### src/rtl/fetch_sequencer.sv
// Fetch sequencer: owns the PC, fetches from imem over req/gnt/rvalid,
// issues to decode and resolves branch/jump on acceptance.
module fetch_sequencer #(
   parameter logic [31:0] RESET_PC = 32'h0000_0000,
   parameter int          CNT_W    = 32
) (
   input  logic             clk,
   input  logic             rst_n,
   output logic             imem_req,
   output logic [31:0]      imem_addr,
   input  logic             imem_gnt,
   input  logic             imem_rvalid,
   input  logic [31:0]      imem_rdata,
   output logic [31:0]      inst,
   output logic             inst_valid,
   output logic [31:0]      inst_pc,
   output logic [31:0]      inst_pc4,
   input  logic             inst_ready,
   input  logic             br_en,
   input  logic [2:0]       branch,
   input  logic             jump,
   input  logic             br_eq,
   input  logic             br_lt,
   input  logic [31:0]      alu_target,
   output logic             pc_sel,
   output logic             misalign_err,
   output logic [CNT_W-1:0] instret
);

   typedef enum logic [1:0] {
      FETCH = 2'd0,
      WAIT  = 2'd1,
      ISSUE = 2'd2,
      HALT  = 2'd3
   } state_t;

   state_t      state;
   state_t      state_nx;
   logic [31:0] pc;
   logic        cond;
   logic        taken;
   logic [31:0] target;
   logic [31:0] next_pc;
   logic        misal;
   logic        accept;

   // branch condition decode from the control unit's Branch code
   always_comb begin
      cond = 1'b0;
      unique case (branch)
         3'b000:  cond = br_eq;
         3'b001:  cond = ~br_eq;
         3'b010:  cond = br_lt;
         3'b011:  cond = ~br_lt;
         3'b100:  cond = br_lt;
         3'b101:  cond = ~br_lt;
         default: cond = 1'b0;
      endcase
   end

   // redirect resolution; jump wins over a conditional branch
   always_comb begin
      taken   = jump | (br_en & cond);
      target  = jump ? {alu_target[31:1], 1'b0} : alu_target;
      next_pc = taken ? target : inst_pc4;
      misal   = taken & target[1];
      accept  = (state == ISSUE) & inst_ready;
   end

   // state register
   always_ff @(posedge clk or negedge rst_n) begin
      if (!rst_n) state <= FETCH;
      else        state <= state_nx;
   end

   // next-state logic
   always_comb begin
      state_nx = state;
      unique case (state)
         FETCH: if (imem_gnt)    state_nx = WAIT;
         WAIT:  if (imem_rvalid) state_nx = ISSUE;
         ISSUE: if (inst_ready)  state_nx = misal ? HALT : FETCH;
         HALT:  state_nx = HALT;
         default: state_nx = FETCH;
      endcase
   end

   // outputs; request is masked while reset is asserted
   always_comb begin
      imem_req   = (state == FETCH) & rst_n;
      inst_valid = (state == ISSUE);
      pc_sel     = inst_valid & inst_ready & taken;
      imem_addr  = pc;
      inst_pc4   = inst_pc + 32'd4;
   end

   // PC, instruction latch, retire counter and sticky error
   always_ff @(posedge clk or negedge rst_n) begin
      if (!rst_n) begin
         pc           <= RESET_PC;
         inst         <= 32'h0;
         inst_pc      <= RESET_PC;
         misalign_err <= 1'b0;
         instret      <= '0;
      end else begin
         if ((state == WAIT) && imem_rvalid) begin
            inst    <= imem_rdata;
            inst_pc <= pc;
         end
         if (accept) begin
            instret <= instret + CNT_W'(1);
            if (misal) misalign_err <= 1'b1;
            else       pc <= next_pc;
         end
      end
   end

endmodule
### config.mk
export PLATFORM = sky130hd
export DESIGN_NAME = fetch_sequencer
export DESIGN_NICKNAME = d
export VERILOG_FILES = /design/src/rtl/fetch_sequencer.sv
export SDC_FILE = /design/constraint.sdc
export NUM_CORES = 1
export LEC_CHECK = 0
export BUFFER_PORTS_ARGS = -buffer_cell sky130_fd_sc_hd__clkbuf_2
export CAP_MARGIN = 20
export CORE_AREA = 4 4 124 155
export CTS_CLUSTER_DIAMETER = 200
export DETAILED_ROUTE_END_ITERATION = 6
export DIE_AREA = 0 0 128 159
export PLACE_DENSITY = 0.62
export SYNTH_ARGS = -nofsm -noshare
export SYNTH_HDL_FRONTEND = slang
export SYNTH_SLANG_ARGS = --single-unit
### constraint.sdc
create_clock -name clk -period 3.19 [get_ports clk]
set_input_delay 0.638 -clock clk [delete_from_list [all_inputs] [get_ports clk]]
set_output_delay 0.638 -clock clk [all_outputs]
set_load 0.02 [all_outputs]
Word-level counts from Yosys, hierarchy flattened
Cells that the tools add are included.
{ "totals": {"register_bits": 131, "inputBits": 76, "out_inout_bits": 164, "word_cells": 44} }
{ "op_classes": {"addsub": 2, "eq_ne": 11, "muxes": 8, "bitwise_logic": 9, "reduce_logical": 8} }
{ "op_table": {"columns": ["operator", "n"], "rows": [
  ["$add A32 B1 Y32 const B", 1],
  ["$add A32 B3 Y32 const B", 1],
  ["$mux W32", 1],
  ["$mux W2", 4],
  ["$pmux W2 S4", 1],
  ["$eq A3 B2 Y1 const B", 2],
  ["$eq A3 B3 Y1 const B", 2],
  ["$and A1 B1 Y1", 5],
  ["$eq A2 B2 Y1 const B", 2],
  ["$ne A2 B2 Y1 const B", 2],
  ["$pmux W1 S4", 1],
  ["$reduce_and A2 Y1", 2],
  ["$reduce_or A2 Y1", 2],
  ["$eq A3 B1 Y1 const B", 1],
  ["$logic_not A3 Y1", 1],
  ["$not A1 Y1", 3],
  ["$reduce_and A3 Y1", 1],
  ["$eq A2 B1 Y1 const B", 1],
  ["$logic_not A2 Y1", 1],
  ["$ne A2 B1 Y1 const B", 1],
  ["$logic_and A1 B1 Y1", 1],
  ["$mux W1", 1],
  ["$or A1 B1 Y1", 1]
]} }

Depth between registers and ports, before layout
Gate-level depths: netlist of the first run.
{ "logic_depth": {"ltp_word": 9, "mapped_depth": 9, "depth_no_buf": 6} }

Least setup slack after synthesis of the first run
Ideal clock, no wire load.
{ "synth_path": {"path_kind": "register -> output", "start": "register inst_pc[2]", "end": "output inst_pc4[28]", "arrival_ps": 2007, "required_time_ps": 2552, "path_slack_ps": 545, "stages_incl_launch_ff": 6, "n_path_buf": 0, "cell_sequence": "dfrtp_1 -> ha_1 -> nand4_1 -> nor4_1 -> nand4_1 -> xnor2_1"} }
{ "synth_between": {"elab_chain_len": 1} }
{ "synth_rtl": {"columns": ["element", "line_no", "text"], "rows": [
  ["from (decl)", "16", "output logic [31:0] inst_pc,"],
  ["from (signal assigned)", "108", "inst_pc <= pc;"],
  ["$add A32 B3 Y32", "94", "inst_pc4 = inst_pc + 32'd4;"],
  ["to (decl)", "17", "output logic [31:0] inst_pc4,"]
]} }
No other way between the ends.

Worst setup path after layout of the first run
{ "layout_path": {"start": "register inst_pc[2]", "end": "output inst_pc4[26]"} }
The elaborated chain is that of the path after synthesis.

==> results of run 1 <==
==> where the power goes <==
part	internal (mW)	total (mW)	switching [mW]
Sequential	2.27	2.85	0.580
Clock	1.12	1.84	0.716
Combinational	1.27	3.26	1.98
Total	4.66	7.94	3.28
==> worst max-delay path, stage by stage, from the launching register on <==
cell      delay (ns)
dfrtp_2         0.41
ha_2            0.23
nand4_1         0.16
or4_4           0.52
nor4_4          0.28
xor2_2          0.21
clkbuf_2        0.20
==> kinds of logic after synthesis <==
logic type      share of synthesized area
simple gates                       0.1509
flops                              0.5356
mux                                0.1308
compound gates                    0.07012
xor+xnor                          0.08851
buf+inv                           0.02003
fa+ha+maj                        0.004088
==> final cells by class <==
type / instances / area share
clock inverters: 9 / 0.009899
multi-input cells: 361 / 0.3331
flip-flops and latches: 131 / 0.3995
repair buffers: 254 / 0.1634
clock buffers: 21 / 0.05726
inverters: 6 / 0.002741
well taps: 224 / 0.03412
==> per-layer routing <==
metal,up-vias,GRT usage
li1,2350,-
met1,2485,0.2116
met2,161,0.3112
met3,16,0.06141
met4,0,0.05164
met5,-,0
==> registers in the layout, summed over array words and instances (netlist names) <==
signal,count
state,2
inst,32
inst_pc,32
misalign_err,1
instret,32
imem_addr,32
==> synthesized netlist by cell type (2+ instances only) <==
cell type,instances,share of area
nor2_1,19,0.012
nor4_4,2,0.0069
a22o_1,8,0.011
inv_1,6,0.0037
nor4_2,4,0.0082
buf_4,2,0.0025
and4_1,5,0.0072
xor2_1,20,0.029
nand3_1,24,0.020
buf_2,2,0.0016
mux2i_1,8,0.013
a21o_1,6,0.0074
nand2_1,47,0.029
nor2b_1,3,0.0031
dfrtp_1,131,0.54
nor3_1,7,0.0057
nor4_1,2,0.0020
or4_4,2,0.0037
and2_1,4,0.0041
and3_1,18,0.018
clkbuf_1,14,0.0086
a211o_1,2,0.0029
ha_1,2,0.0041
a31oi_1,4,0.0041
xnor2_1,40,0.057
a211oi_1,2,0.0025
a221o_1,4,0.0065
a21oi_1,4,0.0033
nand4_1,16,0.016
mux2_2,64,0.12
o21ai_0,23,0.019
nor3b_1,2,0.0025
==> how the worst max path moves through the flow <==
stage | startpoint | to | depth (start not counted)
3_5_place_dp | inst_pc[2] | inst_pc4[24] | 6
2_1_floorplan | inst_pc[2] | inst_pc4[28] | 5
3_3_place_gp | inst_pc[11] | inst_pc4[27] | 5
5_1_grt | inst_pc[3] | inst_pc4[26] | 6
6_report | inst_pc[2] | inst_pc4[26] | 6
4_1_cts | inst_pc[5] | inst_pc4[27] | 5
==> timing repair <==
action	in CTS	in global routing
setup buffers	2	0
setup endpoints to repair	1	6
pin swaps	2	1
gates resized for setup	1	7
hold buffers	0	0
==> layout by cell type (no fill, tap or decap), types with 4 or more instances in the layout <==
cell         n
mux2i_1      8
inv_1        6
xnor2_1     40
nand4_1     16
and2_1       4
a21oi_1      4
clkbuf_2   237
nand3_1     23
a221o_1      4
dfrtp_1    128
nor3_1       7
buf_4       14
clkbuf_16   17
clkinv_2     4
and4_1       5
a21o_1       6
and3_1      18
a31oi_1      4
nand2_1     47
mux2_2      64
nor2_1      19
a22o_1       8
o21ai_0     23
xor2_1      20
==> flow_summary.yaml, run 1 <==
place:
  port_buffers: 239
  placed_area_sq_um: 7626
  hpwl_mm: 13.39
  globalplace.congestion: 0.8047
  dp_cells: 974
  preCtsSetupSlack_ns: 0.4441
power:
  peakVddDrop_mv: 0.4992
  p_leak_nw: 4.186
  total_power_mw: 7.940
  power.density_nw_per_um2: 966.5
cells_and_area:
  register_area_sq_um: 3282
  post-route-util: 0.4677
  diodes: 0
  fillers: 1717
  multi_input_area_sq_um: 2736
  drive_above_1_share: 0.4693
  stdcell_area_sq_um: 8215
  areaGrowthSynthToFinish_pct: 34.22
  final_cells: 1006
  nets: 849
logic_synthesis:
  netlist_instances: 519
  synth_nets: 597
  synth_warnings: 0
  ys.flop_type: "dfrtp_1"
  ys_seq_elements: 131
  syn-cell-area_sq_um: 6121
  synth_edf_count: 0
  synth_cell_types: 54
  ys_async_sr_fraction: 1.000
  synth_seq_area_share: 0.5356
  syn_area_per_cell_sq_um: 11.79
detailed_routing:
  post-route-drc-count: 0
  ant_nets: 0
  top_layer_used: "met4"
  drtIter0Drc: 178
  wl_met3_mm: 1.344
  wl_met2_mm: 9.307
  drt-total-wl_mm: 18.10
  vias: 5012
  wirelength_met1_mm: 7.193
  post_drt_wl_per_cell_microns: 17.99
  dr.pass1.iters: 4
  vias_per_cell: 4.982
timing:
  clock.fmax_ghz: 0.3270
  finalCritPeriodShare: 0.9588
  tightestPinTransition_ns: 0.7388
  rsz0062_at_grt: "no"
  setup-tns-final_ns: 0
  finalClockSkew_ns: 0.005882
  fin_ws_ns: 0.1314
  min_period_ns: 3.059
  setup_viol: 0
  fin_hold_ws_ns: 0.3560
  hold_viol: 0
  maxSlewViolCount: 0
  relSlewSlack: 0.5074
global_routing:
  antenna_found_initial: 0
  grt_max_degree: 132
  track_usage: 0.1804
  grt_pass1_wl_mm: 28.75
  grt_pass1_vias: 5260
  grt_overflow: 0
clocking:
  h-tree-depth: 4
  cts_buffers: 17
  clkSlewWorstSetupHoldPaths_ns: 0.06
  cts_sinks: 131
  root_buffer: "clkbuf_16"
  clkLatencyLatePin_ns: 0.41
  tritoncts: "built"
  cts_max_path_buffers: 2
floorplan:
  dieArea_sq_um: 20350
  core_sq_um: 17570
  start_util: 0.3484
  rows: 54
  die_h_microns: 159
  ios: 240
  die_x_microns: 128
critical_path:
  rr_worst_depth: 7
  worstPathArrival_ns: 2.42
  cp_max_fo: 6
  start_kind: "flip-flop"
  worst_setup_path_end_kind: "output pin"
  crit_type: "reg -> out"
  ff2ff_setup_slack_ns: 1.00
  r2r-end: "imem_addr[24]"
  required_ns: 2.55
  r2r-start: "inst_pc[2]"
outcome:
  outcome: "complete, no violations"
run:
  drv_cap: 0
worst_hold_path:
  hp-class: "in -> async"
Power figures use the tool's default switching activity.
==> run 2, diff against run 1 <==
Settings changed: ABC_AREA from default to 1, CORE_AREA 4 4 124 155 to 4 4 133 167, DIE_AREA 0 0 128 159 to 0 0 137 171, HOLD_SLACK_MARGIN from default to 0.1, PLACE_DENSITY 0.62 to 0.61.
==> run 2 against run 1 <==
  * Routed wire length grew 25%
  * Power rose by 11%
  * Final area rose by 13%
  * Maximum frequency increased by 14%
  * Hold slack improved by 0.095 ns
  * Die area is 15% higher
  * Area after synthesis increased by 17%
  * Utilization fell by 2.0 points
  * Flip-flop and latch count did not move
  * Critical path type unchanged
  * Critical endpoint is now inst_pc4[30]
  * Largest power group unchanged
==> flow_summary.yaml, run 2 <==
outcome:
  outcome: "complete, no violations"
critical_path:
  r2r-end: "imem_addr[31]"
  cp_max_fo: 5
  path_depth: 8
  max_stage_delay_ns: 0.41
  rr_worst_depth: 8
  crit_family: "simple AND/OR/NAND/NOR gates"
  crit_type: "reg -> out"
  ff2ff_setup_slack_ns: 1.33
  worstPathCellList: "ha_1 > nand2_1 > nor2_2 > nand3_1 > inv_1 > nand3_1 > nand2_1 > clkbuf_2"
  start_kind: "flip-flop"
  worstPathArrival_ns: 2.05
  required_ns: 2.55
  crit_buf_inv: 2
  worst_setup_path_end_kind: "output pin"
  endpoint: "inst_pc4[30]"
  r2r-start: "state[0]"
  cp-startpoint: "inst_pc[2]"
  cp_slowest_cell: "dfrtp_1"
power:
  power_frac_clock: 0.231
  p_comb_frac: 0.430
  p_sw_mw: 3.984
  p_int_mw: 4.840
  swShare: 0.4515
  p_leak_nw: 4.848
  seqPwrFrac: 0.339
  peakVddDrop_mv: 0.3645
  power.density_nw_per_um2: 954.5
worst_hold_path:
  min_from: "imem_rdata[12]"
  hp-class: "in -> reg"
logic_synthesis:
  synth_warnings: 0
  ys_async_sr_fraction: 1.000
  synth_edf_count: 0
  synth_cell_types: 33
  ys_seq_elements: 131
  synth_most_common_cell: "nand2_1"
  synth_area_leaders: "dfrtp_1, nand2_1, mux2_2, nor2_1, inv_1"
  synth_top_area_share: 0.4583
  synth_seq_area_share: 0.4583
  netlist_instances: 904
  synth_nets: 982
  syn_area_per_cell_sq_um: 7.913
  ys.flop_type: "dfrtp_1"
  syn-cell-area_sq_um: 7153
  synth_top_area_cell: "dfrtp_1"
  ys_top_cells_by_count: "nand2_1, dfrtp_1, nor2_1, inv_1, mux2_2"
floorplan:
  rows: 59
  dieArea_sq_um: 23430
  ios: 240
  start_util: 0.3461
  die_h_microns: 171
  core_sq_um: 20670
  die_x_microns: 137
place:
  placed_area_sq_um: 8627
  port_buffers: 239
  hpwl_mm: 17.31
  globalplace.congestion: 0.9256
detailed_routing:
  ant_nets: 0
  vias: 6714
  drt-total-wl_mm: 22.60
  dr.pass1.iters: 4
  post_drt_wl_per_cell_microns: 15.76
  drtIter0Drc: 347
  vias_per_cell: 4.682
  post-route-drc-count: 0
timing:
  setup-tns-final_ns: 0
  finalCritPeriodShare: 0.8419
  relSlewSlack: 0.4972
  maxSlewViolCount: 0
  setup_viol: 0
  clock.fmax_ghz: 0.3724
  hold_viol: 0
  rsz0062_at_grt: "no"
  min_period_ns: 2.686
  finalClockSkew_ns: 0.01329
  tightestPinTransition_ns: 0.7541
global_routing:
  grt_pass1_vias: 6776
  grt_pass1_wl_mm: 35.06
  antenna_found_initial: 0
  grt_overflow: 0
  grt_max_degree: 59
  track_usage: 0.1928
cells_and_area:
  stdcell_area_sq_um: 9244
  diodes: 0
  areaGrowthSynthToFinish_pct: 29.23
  nets: 1225
  drive_above_1_share: 0.3103
  final_common_cell: "nand2_1"
  fillers: 2104
  layout_common_cells: "nand2_1, clkbuf_2, dfrtp_1, nor2_1, inv_1"
clocking:
  cts_buffers: 17
  clkLatencyLatePin_ns: 0.42
  cts_sinks: 131
  h-tree-depth: 4
  cts_max_path_buffers: 2
  tritoncts: "built"
  clkSlewWorstSetupHoldPaths_ns: 0.06
  root_buffer: "clkbuf_16"
  cts_setup_buffers: 0
run:
  drv_cap: 0
==> run 2: cell types whose count changed after synthesis, moves of 10 or more <==
cell	previous run	this run
and3_1	18	0
buf_2	2	12
clkbuf_1	14	2
inv_1	6	80
mux2_2	64	52
nand2_1	47	362
nand3_1	24	45
nor2_1	19	86
xnor2_1	40	10
==> run 2: worst min-delay path by stage <==
stage	to	cells after the start
after floorplan	imem_addr[0]	0
after global placement	misalign_err	1
after detailed placement	misalign_err	1
after CTS	inst[12]	2
after global routing	inst[12]	2
final	inst[12]	2
==> run 2: logic make-up after synthesis <==
kind of cell	count (synthesis)	synth area share
buffers and inverters	105	0.06437
flip-flops	131	0.4583
AO/OA/AOI/OAI	38	0.03044
AND/OR/NAND/NOR	547	0.3250
XOR/XNOR	29	0.03656
adder cells (fa/ha/maj)	2	0.003498
multiplexers	52	0.08186
==> run 2: layout make-up <==
type,instances,area [sq um],share of cell area
multi-input cells,668,3427,0.3707
flip-flops and latches,131,3278,0.3546
repair buffers,248,1285,0.1390
clock buffers,18,439.2,0.04751
well taps,274,342.8,0.03709
inverters,81,304.0,0.03289
clock inverters,14,167.7,0.01814
==> run 2: worst reg2reg max path: stages, from the launching register on <==
cell	delay (ns)
dfrtp_1	0.48
inv_2	0.09
nand2_2	0.09
inv_1	0.18
nand2_2	0.19
a21oi_4	0.15
buf_4	0.38
nand3_1	0.16
nand2_1	0.09
==> run 2: timing repair <==
item / 4_1_cts / 5_1_grt
endpoints found under the setup margin: 0 / 0
hold buffers: 1 / 0
endpoints found under the hold margin: 21 / 0
gates resized for setup: 0 / 0
==> run 2: layer usage <==
| metal | part of all wire | up-vias | track usage |
|---|---|---|---|
| li1 | - | 3321 | - |
| met1 | 0.39 | 3138 | 0.2173 |
| met2 | 0.51 | 199 | 0.3439 |
| met3 | 0.056 | 56 | 0.03794 |
| met4 | 0.042 | 0 | 0.09635 |
| met5 | 0 | - | 0 |
==> run 2: metrics by stage <==
stage                     utilization  setup slack, ns  hold WS [ns]  power, mW  instances
after global placement         0.4174           0.9643        0.4640      6.795       1401
after floorplan                     -           0.9719        0.3424      5.341        904
after CTS                      0.4472           0.4787        0.4273      8.925       1434
after detailed placement       0.4174           0.9287        0.4745      6.848       1401
final                          0.4472           0.5045        0.4509      8.824       1434
after global routing           0.4472           0.3140        0.4260      9.374       1434
==> run 2: power by group through the flow <==
stage / Clock, mW / Sequential, mW / Combinational [mW]
finish: 2.04 / 2.99 / 3.80
global route: 2.16 / 3.09 / 4.12
CTS: 2.09 / 2.99 / 3.85
detailed placement: 0 / 3.01 / 3.84
global placement: 0 / 2.99 / 3.80
floorplan: 0 / 3.65 / 1.69
==> run 3, diff against run 2 <==
Settings changed: ABC_AREA 1 to 0, CORE_AREA 4 4 133 167 to 4 4 124 155, DIE_AREA 0 0 137 171 to 0 0 128 159, PLACE_DENSITY 0.61 to 0.62.
Clock period 3.19 ns to 2.5 ns, I/O delays scaled along.
==> run 3 against run 2 <==
  * The run now ends with negative setup slack left
  * Cell count is 26% lower
  * Critical path type unchanged
  * Flip-flop and latch count did not move
  * Largest cell class is now sequential cells
  * Sequential power up 20%
  * Clock skew is 0.0064 ns lower
  * Routed wire length down 15%
  * Largest power group unchanged
  * Clock power increased by 30%
  * Power grew 28%
  * Hold slack worse by 0.26 ns
  * First-iteration DRC count down 48%
  * Worst setup slack got worse by 0.75 ns
  * Combinational power up 33%
==> flow_summary.yaml, run 3 (synthesized netlist as in run 1, its figures left out) <==
outcome:
  outcome: "finished with violations"
  violations: "negative setup slack"
timing:
  rsz0062_at_grt: "yes"
  finalClockSkew_ns: 0.006918
  setup_viol: 16
  clock.fmax_ghz: 0.3649
  finalCritPeriodShare: 1.096
  min_period_ns: 2.741
  maxSlewViolCount: 0
  setup-tns-final_ns: -1.743
  tightestPinTransition_ns: 0.7252
  hold_viol: 0
  relSlewSlack: 0.5165
  fin_ws_ns: -0.2407
floorplan:
  ios: 240
  start_util: 0.3484
  die_x_microns: 128
  rows: 54
  die_h_microns: 159
  dieArea_sq_um: 20350
  core_sq_um: 17570
place:
  hpwl_mm: 14.10
  globalplace.congestion: 0.8058
  preCtsSetupSlack_ns: -0.02686
  port_buffers: 239
  dp_cells: 1004
critical_path:
  crit_type: "reg -> out"
  worst_setup_path_end_kind: "output pin"
  r2r-end: "imem_addr[22]"
  rr_worst_depth: 10
  ff2ff_setup_slack_ns: 0.48
  cp_slowest_cell: "or4_4"
  r2r-start: "inst_pc[2]"
  cp_max_fo: 3
  start_kind: "flip-flop"
  required_ns: 2.00
  worstPathCellList: "buf_4 > nand4_1 > or4_4 > nor4_4 > xor2_2 > clkbuf_8"
  max_stage_delay_ns: 0.58
  worstPathArrival_ns: 2.24
clocking:
  tritoncts: "built"
  cts_max_path_buffers: 2
  clkSlewWorstSetupHoldPaths_ns: 0.06
  cts_sinks: 131
  h-tree-depth: 4
  ctsHoldBuffers: 0
  clkLatencyLatePin_ns: 0.41
  root_buffer: "clkbuf_16"
  cts_buffers: 17
cells_and_area:
  final_cells: 1055
  layout_common_cells: "clkbuf_2, dfrtp_1, mux2_2, buf_4, nand2_1"
  drive_above_1_share: 0.5391
  fillers: 1608
  nets: 896
  final_common_cell: "clkbuf_2"
  multi_input_area_sq_um: 3028
  register_area_sq_um: 3281
  diodes: 0
  areaGrowthSynthToFinish_pct: 49.14
power:
  power.density_nw_per_um2: 1235
  p_leak_nw: 4.725
  peakVddDrop_mv: 0.7023
detailed_routing:
  drt-total-wl_mm: 19.15
  post_drt_wl_per_cell_microns: 18.15
  post-route-drc-count: 0
  vias: 5283
  drtIter0Drc: 180
  dr.pass1.iters: 5
  ant_nets: 0
  vias_per_cell: 5.008
global_routing:
  antenna_found_initial: 0
  track_usage: 0.1882
  grt_pass1_vias: 5590
  grt_max_degree: 132
  grt_overflow: 0
  grt_pass1_wl_mm: 30.21
worst_hold_path:
  hp-class: "in -> async"
run:
  drv_cap: 0
run 3: cell types whose count changed in the layout (fill, tap and decap cells not counted), sizes merged, moves of 19 or more:
| cell | previous run | this run |
|---|---|---|
| inv | 88 | 7 |
| xnor2 | 10 | 40 |
| buf | 9 | 72 |
| and3 | 0 | 19 |
| nand3 | 45 | 25 |
| nor2 | 97 | 19 |
| nand2 | 372 | 47 |
run 3: cell type report:
type	count	share of cell area
tap	224	0.03070
sequential	131	0.3594
multi-input combinational	361	0.3317
clock inverter	13	0.02001
timing repair buffer	301	0.2072
clock buffer	19	0.04852
inverter	6	0.002467
run 3: where the power goes:
part,total [mW],internal (mW),switching [mW],leakage [nW]
logic,5.04,2.21,2.83,2.78
clock network,2.65,1.69,0.958,0.295
registers,3.59,2.89,0.693,1.65
run 3: what timing repair did:
item                                    4_1_cts  5_1_grt
endpoints found under the setup margin       19       21
buffers inserted                             11        9
pin swaps                                    18       16
resized for setup                            76       27
run 3: stage by stage:
step                hold slack (ns)  cell area, sq um    util  power (mW)
finish                       0.1891              9129  0.5197       11.27
global route                 0.2514              9129  0.5197       11.90
CTS                          0.2402              8981  0.5113       11.26
detailed placement           0.4666              7889  0.4491       8.157
global placement             0.4678              7884  0.4488       8.109
floorplan                    0.2044              6136       -       6.192
run 3: critical path: cells and delay by family (launching register included):
kind	cells	cell delay, ns
flops	1	0.37
simple gates	3	0.88
buf+inv	2	0.32
xor+xnor	1	0.25
run 3: worst max path at each step:
stage / startpoint / to / slack, ns / cells past startpoint
floorplan: inst_pc[2] / inst_pc4[28] / -0.007 / 5
CTS: inst_pc[12] / inst_pc4[20] / -0.24 / 6
global placement: inst_pc[3] / inst_pc4[30] / 0.01 / 8
detailed placement: inst_pc[3] / inst_pc4[30] / -0.03 / 8
global route: inst_pc[2] / inst_pc4[26] / -0.35 / 7
finish: inst_pc[2] / inst_pc4[27] / -0.24 / 6
run 3: routing by layer:
| layer | vias up | GRT usage | share of wire |
|---|---|---|---|
| met4 | 0 | 0.05261 | 0.015 |
| met3 | 23 | 0.05403 | 0.065 |
| met1 | 2608 | 0.2272 | 0.41 |
| met5 | - | 0 | 0 |
| li1 | 2465 | - | - |
| met2 | 187 | 0.3255 | 0.51 |
